`src/rtl/stopwatch_ctrl.sv`:
```
// Two-button stopwatch sequencer: run/pause/lap state, 1 Hz prescaler off the
// 100 Hz tick, and an MM:SS BCD counter with a lap-freeze display register.
module stopwatch_ctrl #(
    parameter int unsigned TICKS_PER_SEC = 100,
    parameter int unsigned PS_W          = 7
) (
    input  logic        clk_100hz,
    input  logic        rst,
    input  logic        press_start,
    input  logic        press_lap,
    output logic [1:0]  state,
    output logic        running,
    output logic        lap_active,
    output logic [15:0] disp_bcd
);

    typedef enum logic [1:0] {
        S_IDLE  = 2'b00,
        S_RUN   = 2'b01,
        S_PAUSE = 2'b10,
        S_LAP   = 2'b11
    } state_t;

    typedef struct packed {
        logic [3:0] min_tens;
        logic [3:0] min_ones;
        logic [3:0] sec_tens;
        logic [3:0] sec_ones;
    } bcd_time_t;

    localparam logic [PS_W-1:0] PS_LAST = PS_W'(TICKS_PER_SEC - 1);

    state_t            state_q;
    state_t            state_d;
    logic              lap_capture_c;
    logic              live_clear_c;
    logic              counting_c;
    logic              sec_tick_c;
    logic [PS_W-1:0]   ps_q;
    bcd_time_t         live_q;
    bcd_time_t         lap_q;

    // Advance MM:SS by one second with per-digit carries; 59:59 wraps to 00:00.
    function automatic bcd_time_t bcd_inc(input bcd_time_t t);
        bcd_time_t n;
        n = t;
        if (t.sec_ones == 4'd9) begin
            n.sec_ones = 4'd0;
            if (t.sec_tens == 4'd5) begin
                n.sec_tens = 4'd0;
                if (t.min_ones == 4'd9) begin
                    n.min_ones = 4'd0;
                    n.min_tens = (t.min_tens == 4'd5) ? 4'd0 : t.min_tens + 4'd1;
                end else begin
                    n.min_ones = t.min_ones + 4'd1;
                end
            end else begin
                n.sec_tens = t.sec_tens + 4'd1;
            end
        end else begin
            n.sec_ones = t.sec_ones + 4'd1;
        end
        return n;
    endfunction

    // State register
    always_ff @(posedge clk_100hz) begin
        if (rst) begin
            state_q <= S_IDLE;
        end else begin
            state_q <= state_d;
        end
    end

    // Next state and side-effect strobes; start beats lap when both pulse together
    always_comb begin
        state_d       = state_q;
        lap_capture_c = 1'b0;
        live_clear_c  = 1'b0;
        unique case (state_q)
            S_IDLE: begin
                if (press_start) state_d = S_RUN;
            end
            S_RUN: begin
                if (press_start) begin
                    state_d = S_PAUSE;
                end else if (press_lap) begin
                    state_d       = S_LAP;
                    lap_capture_c = 1'b1;
                end
            end
            S_LAP: begin
                if (press_start) begin
                    state_d = S_PAUSE;
                end else if (press_lap) begin
                    state_d = S_RUN;
                end
            end
            S_PAUSE: begin
                if (press_start) begin
                    state_d = S_RUN;
                end else if (press_lap) begin
                    state_d      = S_IDLE;
                    live_clear_c = 1'b1;
                end
            end
            default: state_d = S_IDLE;
        endcase
    end

    // Counting is gated by the registered state, so the RUN->PAUSE edge still counts
    assign counting_c = (state_q == S_RUN) || (state_q == S_LAP);
    assign sec_tick_c = counting_c && (ps_q == PS_LAST);

    always_ff @(posedge clk_100hz) begin
        if (rst) begin
            ps_q <= '0;
        end else if (live_clear_c) begin
            ps_q <= '0;
        end else if (counting_c) begin
            ps_q <= sec_tick_c ? '0 : ps_q + PS_W'(1);
        end
    end

    always_ff @(posedge clk_100hz) begin
        if (rst) begin
            live_q <= '0;
        end else if (live_clear_c) begin
            live_q <= '0;
        end else if (sec_tick_c) begin
            live_q <= bcd_inc(live_q);
        end
    end

    // Lap register takes the pre-edge live count; only reset clears it
    always_ff @(posedge clk_100hz) begin
        if (rst) begin
            lap_q <= '0;
        end else if (lap_capture_c) begin
            lap_q <= live_q;
        end
    end

    assign state      = state_q;
    assign running    = counting_c;
    assign lap_active = (state_q == S_LAP);
    assign disp_bcd   = (state_q == S_LAP) ? lap_q : live_q;

endmodule
```
`config.mk`:
```
export PLATFORM = sky130hd
export DESIGN_NAME = stopwatch_ctrl
export DESIGN_NICKNAME = d
export VERILOG_FILES = /design/src/rtl/stopwatch_ctrl.sv
export SDC_FILE = /design/constraint.sdc
export NUM_CORES = 1
export LEC_CHECK = 0
export ABC_AREA = 1
export CAP_MARGIN = 40
export CORE_MARGIN = 2
export CORE_UTILIZATION = 40
export DETAILED_ROUTE_END_ITERATION = 7
export PLACE_DENSITY = 0.67
export SKIP_LAST_GASP = 1
export SYNTH_ARGS = -nofsm -noshare
export SYNTH_HDL_FRONTEND = slang
export SYNTH_SLANG_ARGS = --single-unit
```
`constraint.sdc`:
```
create_clock -name clk_100hz -period 1.8 [get_ports clk_100hz]
set_input_delay 0.18 -clock clk_100hz [delete_from_list [all_inputs] [get_ports clk_100hz]]
set_output_delay 0.18 -clock clk_100hz [all_outputs]
set_load 0.01 [all_outputs]
```
==> impl_metrics.ini, run 1 <==
[synth]
syn-cell-area_um2 = 2056
synth_top_area_share_pct = 39.93
synthesis.nets = 306
synth-main-ff-cell = dfxtp_1
synth_cell_types = 25
syn_inst = 301
async_flop_share_pct = 0
yosysWarnings = 0
ys_ff_latch = 41
synthTopCellsByArea = dfxtp_1 40%, nand2_1 13%, o21ai_0 9.3%, a21oi_1 7.5%, inv_1 4.7%
yosysSeqAreaShare_pct = 39.93
avgSynthCellArea_um2 = 6.830
synth-edff-count = 0
synth_top_area_cell = dfxtp_1

[setup_path]
rr_endpoint = live_q[6]$_SDFFE_PP0P_
worstPathMaxFanout = 30
r2r_slack_ns = 0.37
crit_top_cell = nand2_1
crit_chain = nand2_1 -> inv_1 -> buf_12 -> nand2_1 -> o21ai_0 -> dlygate4sd2_1
crit_slowest_cell = dfxtp_1
endpoint_kind = primary output
crit_arrival_ns = 1.45
crit_type = reg -> out
cp_num_buf_inv = 3
start_kind = flip-flop
max_stage_delay_ns = 0.37
r2r_cells = 7
worstReg2RegStart = state[0]$_SDFFE_PP0P_
cp_top_family = buffers and inverters
required_ns = 1.62

[pwr]
seq_power_share_pct = 51.2
p_leak_nw = 1.075
p_sw_mw = 0.4049
clkPwrFrac_pct = 42.4
combPwrFrac_pct = 6.4
p_sw_share_pct = 22.09
power.density_nw_per_um2 = 735.5
total_power_mw = 1.833
p_int_mw = 1.428
peakVddDrop_uv = 273.4

[hold_path]
hp-class = reg -> reg
min-delay-start = ps_q[1]$_SDFFE_PP0P_
min_to = ps_q[1]$_SDFFE_PP0P_
hold-path-cell-count = 2

[sta]
relSlewSlack_pct = 80.72
rsz0062_at_grt = false
finalSetupViolations = 0
period_needed_ns = 1.635
skew_ns = 0.008435
max_freq_mhz = 611.7
finalHoldViolations = 0
tightest_slew_ns = 0.2876
maxSlewViolCount = 0
period_share_pct = 90.83
fin_setup_tns_ns = 0

[placed_design]
place_inst = 389
io_buffers = 23
globalplace.congestion = 0.8170
hpwl_mm = 3.137

[routing]
vias = 1924
drc_errors = 0
first_iter_violations = 63
antenna_left = 0
firstDrtPassIters = 4
wl_per_cell_um = 10.58
drt_wl_total_mm = 4.200
via_per_inst = 4.846

[clock_network]
cts_tree = done
clock_latency_ns = 0.29
cts.clk_slew.worst_paths_ns = 0.08
cts_root_buf = clkbuf_8
h-tree-depth = 2
cts.path.max_buffers = 2
numCtsBuffers = 5
cts_sinks = 41
hold_buffers = 0
post_cts.repair.setup_buffers = 0

[global_routing]
grt_overflow = 0
grt_pass1_vias = 1608
grt_pass1_wl_mm = 7.107
antenna_found_initial = 0
grtUsageTotal_pct = 16.29
grt_max_degree = 33

[finish]
nNetsFinal = 331
layout_commonest_cell = nand2_1
area_growth_pct = 21.24
layout-drive-gt1-share_pct = 11.93
mostFrequentLayoutCells = 73 x nand2_1, 41 x dfxtp_1, 38 x o21ai_0
stdcell_count = 397
num_antenna_cells = 0

[floorplanning]
fp.dieH_um = 75.69
ios = 24
chipWidth_um = 75.69
dieArea_um2 = 5729
core_region_area_um2 = 5042
start_util_pct = 40.77
rows = 26

[outcome]
status = complete, no violations

[run]
max_cap_violations = 0
==> metal layers <==
layer	vias to the layer above	wire length [um]	GRT usage (%)
met5	-	0	0
met3	7	185	4.497
met2	26	1919	25.41
met1	866	2035	21.72
met4	0	59	5.653
li1	1025	-	-
==> flip-flops by register name (all words and copies together) (netlist names) <==
| name | flops |
|---|---|
| live_q | 16 |
| lap_q | 16 |
| ps_q | 7 |
| state | 2 |
==> tightest hold or removal path, delay by kind of cell (launching register included) <==
family | cells | cell delay [ns]
flops | 1 | 0.33
simple gates | 1 | 0.07
compound gates | 1 | 0.05
==> how the worst max path moves through the flow <==
stage / endpoint / depth (start not counted) / startpoint
after floorplan: disp_bcd[10] / 5 / state[0]$_SDFFE_PP0P_
after global placement: disp_bcd[8] / 6 / state[1]$_SDFFE_PP0P_
after detailed placement: ps_q[0]$_SDFFE_PP0P_ / 7 / press_start
after CTS: lap_active / 4 / state[1]$_SDFFE_PP0P_
after global routing: disp_bcd[9] / 6 / state[1]$_SDFFE_PP0P_
final: disp_bcd[4] / 6 / state[1]$_SDFFE_PP0P_
==> cell type report <==
class / count / area (um2)
flip-flops and latches: 41 / 820.8
clock inverters: 2 / 37.54
clock buffers: 6 / 82.58
fillers: 496 / 2550
inverters: 36 / 135.1
multi-input cells: 214 / 1050
repair buffers: 28 / 279.0
well taps: 70 / 87.58
==> cell usage after synthesis (3+ instances only) <==
| master | n |
|---|---|
| o21ai_0 | 38 |
| nor3_1 | 3 |
| nor2_2 | 4 |
| buf_2 | 7 |
| nand4_1 | 3 |
| inv_2 | 10 |
| a21oi_1 | 31 |
| nand2_2 | 3 |
| nor3_2 | 3 |
| nand2_1 | 73 |
| nor2_1 | 25 |
| inv_1 | 26 |
| nand3_1 | 16 |
| dfxtp_1 | 41 |
| xor2_1 | 4 |
==> power by group through the flow <==
stage	clock network [mW]	registers (mW)	logic, mW
floorplan	0	0.960	0.0727
global placement	0	0.960	0.117
detailed placement	0	0.960	0.120
CTS	0.795	0.939	0.120
global route	0.825	0.941	0.133
finish	0.777	0.938	0.118
==> cell families after synthesis <==
| group | after synthesis | share of synthesized area [%] |
|---|---|---|
| simple gates | 136 | 30.80 |
| flops | 41 | 39.93 |
| xor+xnor | 4 | 1.704 |
| compound gates | 73 | 17.96 |
| buf+inv | 46 | 9.008 |
| fa+ha+maj | 1 | 0.6085 |
==> what timing repair did <==
item                                    4_1_cts  5_1_grt
endpoints found under the setup margin       15        3
resized for setup                            15        4
cloned                                        0        0
pin swaps                                     0        0
==> metrics by stage <==
| stage | cell area [um2] | setup WS, ns | hold WS [ns] | utilization [%] |
|---|---|---|---|---|
| 2_1_floorplan | 2056 | 0.5129 | 0.2741 | - |
| 3_3_place_gp | 2386 | 0.2122 | 0.4740 | 47.32 |
| 3_5_place_dp | 2386 | 0.1736 | 0.4838 | 47.32 |
| 4_1_cts | 2487 | 0.02868 | 0.4960 | 49.33 |
| 5_1_grt | 2492 | 0.0007466 | 0.5204 | 49.43 |
| 6_report | 2492 | 0.1651 | 0.4944 | 49.43 |
(Power assumes the default switching activity.)
==> run 2, diff against run 1 <==
--- a/config.mk
+++ b/config.mk
@@ -10,7 +10,7 @@
 export CORE_MARGIN = 2
 export CORE_UTILIZATION = 40
 export DETAILED_ROUTE_END_ITERATION = 7
-export PLACE_DENSITY = 0.67
+export PLACE_DENSITY = 0.7
 export SKIP_LAST_GASP = 1
 export SYNTH_ARGS = -nofsm -noshare
 export SYNTH_HDL_FRONTEND = slang
==> constraint.sdc (replaced) <==
create_clock -name clk_100hz -period 1.5 [get_ports clk_100hz]
set_input_delay 0.15 -clock clk_100hz [delete_from_list [all_inputs] [get_ports clk_100hz]]
set_output_delay 0.15 -clock clk_100hz [all_outputs]
set_load 0.01 [all_outputs]
==> run 2 against run 1 <==
  * Cell count rose by 4.8%
  * Global-route usage grew 0.63 points
  * Routed wire length up 16%
  * Sequential share of layout area is 1.7 points lower
  * Largest cell class unchanged
  * Clock power is 11% lower
  * Worst setup slack worse by 0.094 ns
  * Highest routed layer unchanged
  * Sequential power up 20%
  * Clock skew up 0.0025 ns
  * Flip-flop and latch count is the same
  * Core utilization rose by 3.0 points
  * Final area rose by 6.0%
==> impl_metrics.ini, run 2 (synthesis results as in run 1) <==
[outcome]
status = complete, no violations

[global_routing]
antenna_found_initial = 0
grt_pass1_wl_mm = 7.362
grt_pass1_vias = 1658
grt_overflow = 0
grt_max_degree = 33
grtUsageTotal_pct = 16.91

[sta]
maxSlewViolCount = 0
max_freq_mhz = 699.7
finalHoldViolations = 0
rsz0062_at_grt = true
skew_ns = 0.01095
finalSetupViolations = 0
period_share_pct = 95.28
period_needed_ns = 1.429
hold_slack_ns = 0.4745
relSlewSlack_pct = 79.75
tightest_slew_ns = 0.3034

[floorplanning]
rows = 26
fp.dieH_um = 75.69
start_util_pct = 40.77
ios = 24
dieArea_um2 = 5729
core_region_area_um2 = 5042
chipWidth_um = 75.69

[clock_network]
cts.path.max_buffers = 2
h-tree-depth = 2
numCtsBuffers = 5
cts_root_buf = clkbuf_8
cts_tree = done
cts_sinks = 41
clock_latency_ns = 0.30
cts.clk_slew.worst_paths_ns = 0.08

[setup_path]
crit_arrival_ns = 1.61
crit_chain = buf_4 -> buf_6 -> nand2_2 -> nor3_4 -> buf_6 -> buf_6 -> clkbuf_16 -> a21oi_1
endpoint_kind = flip-flop
crit_slowest_cell = dfxtp_2
crit_top_cell = buf_6
cp_num_buf_inv = 5
required_ns = 1.68
crit_type = reg -> reg
start_kind = flip-flop
max_stage_delay_ns = 0.34
worstPathMaxFanout = 16
r2r_slack_ns = 0.07
cp_top_family = buffers and inverters
r2r_cells = 8
cp_num_cells = 8

[finish]
fin_util_pct = 52.38
fillers = 501
area_growth_pct = 28.48
nNetsFinal = 350
mostFrequentLayoutCells = 69 x nand2_1, 38 x dfxtp_1, 36 x o21ai_0
multi_input_comb_area_um2 = 1099
layout-drive-gt1-share_pct = 23.99
seq_area_um2 = 824.5
layout_commonest_cell = nand2_1
reg_top3 = lap_q (16), live_q (16), ps_q (7)
num_antenna_cells = 0

[pwr]
p_sw_share_pct = 24.11
combPwrFrac_pct = 9.2
clkPwrFrac_pct = 34.6
peakVddDrop_uv = 285.3
p_int_mw = 1.524
power.density_nw_per_um2 = 760.2
seq_power_share_pct = 56.2
p_leak_nw = 1.114
p_sw_mw = 0.4841

[routing]
drt_wl_total_mm = 4.874
route.met2.wl_mm = 2.362
wl_per_cell_um = 11.72
firstDrtPassIters = 4
wl_met1_mm = 2.228
vias = 2031
routed-wl-met3_um = 195
via_per_inst = 4.882
drc_errors = 0
first_iter_violations = 117
top_layer_used = met4
antenna_left = 0

[hold_path]
hold-path-cell-count = 2
hp-class = reg -> reg

[placed_design]
globalplace.congestion = 0.8573
io_buffers = 23
hpwl_mm = 3.179

[run]
max_cap_violations = 0
## run 2: what timing repair did
item	in CTS	in global routing
buffers inserted	0	3
hold buffers	0	0
cloned	1	3
gates resized for setup	60	26
endpoints found under the setup margin	19	41
pin swaps	0	3
## run 2: per-layer routing
| layer | up-vias | global-route usage, % |
|---|---|---|
| met3 | 9 | 3.571 |
| li1 | 1064 | - |
| met2 | 39 | 27.63 |
| met1 | 919 | 22.20 |
| met4 | 0 | 5.848 |
| met5 | - | 0 |
## run 2: final timing paths
check,startpoint,to
setup reg to reg,state[0]$_SDFFE_PP0P_,lap_q[8]$_SDFFE_PP0P_
hold reg to reg,ps_q[1]$_SDFFE_PP0P_,ps_q[1]$_SDFFE_PP0P_
setup / recovery,state[0]$_SDFFE_PP0P_,lap_q[8]$_SDFFE_PP0P_
hold / removal,ps_q[1]$_SDFFE_PP0P_,ps_q[1]$_SDFFE_PP0P_
## run 2: metrics by stage
| stage | std cells | total power, mW | setup WS (ns) | cell area [um2] | setup TNS (ns) |
|---|---|---|---|---|---|
| 2_1_floorplan | 301 | 1.239 | 0.2429 | 2056 | 0 |
| 3_3_place_gp | 401 | 1.307 | 0.01060 | 2476 | 0 |
| 3_5_place_dp | 401 | 1.309 | 0.003323 | 2476 | 0 |
| 4_1_cts | 410 | 2.002 | -0.1250 | 2520 | -0.1250 |
| 5_1_grt | 416 | 2.100 | -0.04748 | 2641 | -0.09553 |
| 6_report | 416 | 2.008 | 0.07080 | 2641 | 0 |
## run 2: layout make-up
type / instances / share of cell area, %
Tap cell: 70 / 3.316
Sequential cell: 41 / 31.22
Clock inverter: 2 / 0.3790
Inverter: 36 / 5.211
Timing Repair Buffer: 46 / 15.54
Clock buffer: 6 / 2.748
Multi-Input combinational cell: 215 / 41.59
## run 2: worst reg2reg max path: stages, from the launching register on
cell and delay, ns:
dfxtp_2 0.34, buf_4 0.13, buf_6 0.12, nand2_2 0.08, nor3_4 0.16, buf_6 0.15
buf_6 0.11, clkbuf_16 0.16, a21oi_1 0.07
## run 2: power groups by stage
stage | clock network [mW] | logic (mW) | registers [mW]
detailed placement | 0 | 0.158 | 1.15
CTS | 0.714 | 0.163 | 1.13
floorplan | 0 | 0.0872 | 1.15
finish | 0.695 | 0.184 | 1.13
global route | 0.765 | 0.204 | 1.13
global placement | 0 | 0.157 | 1.15
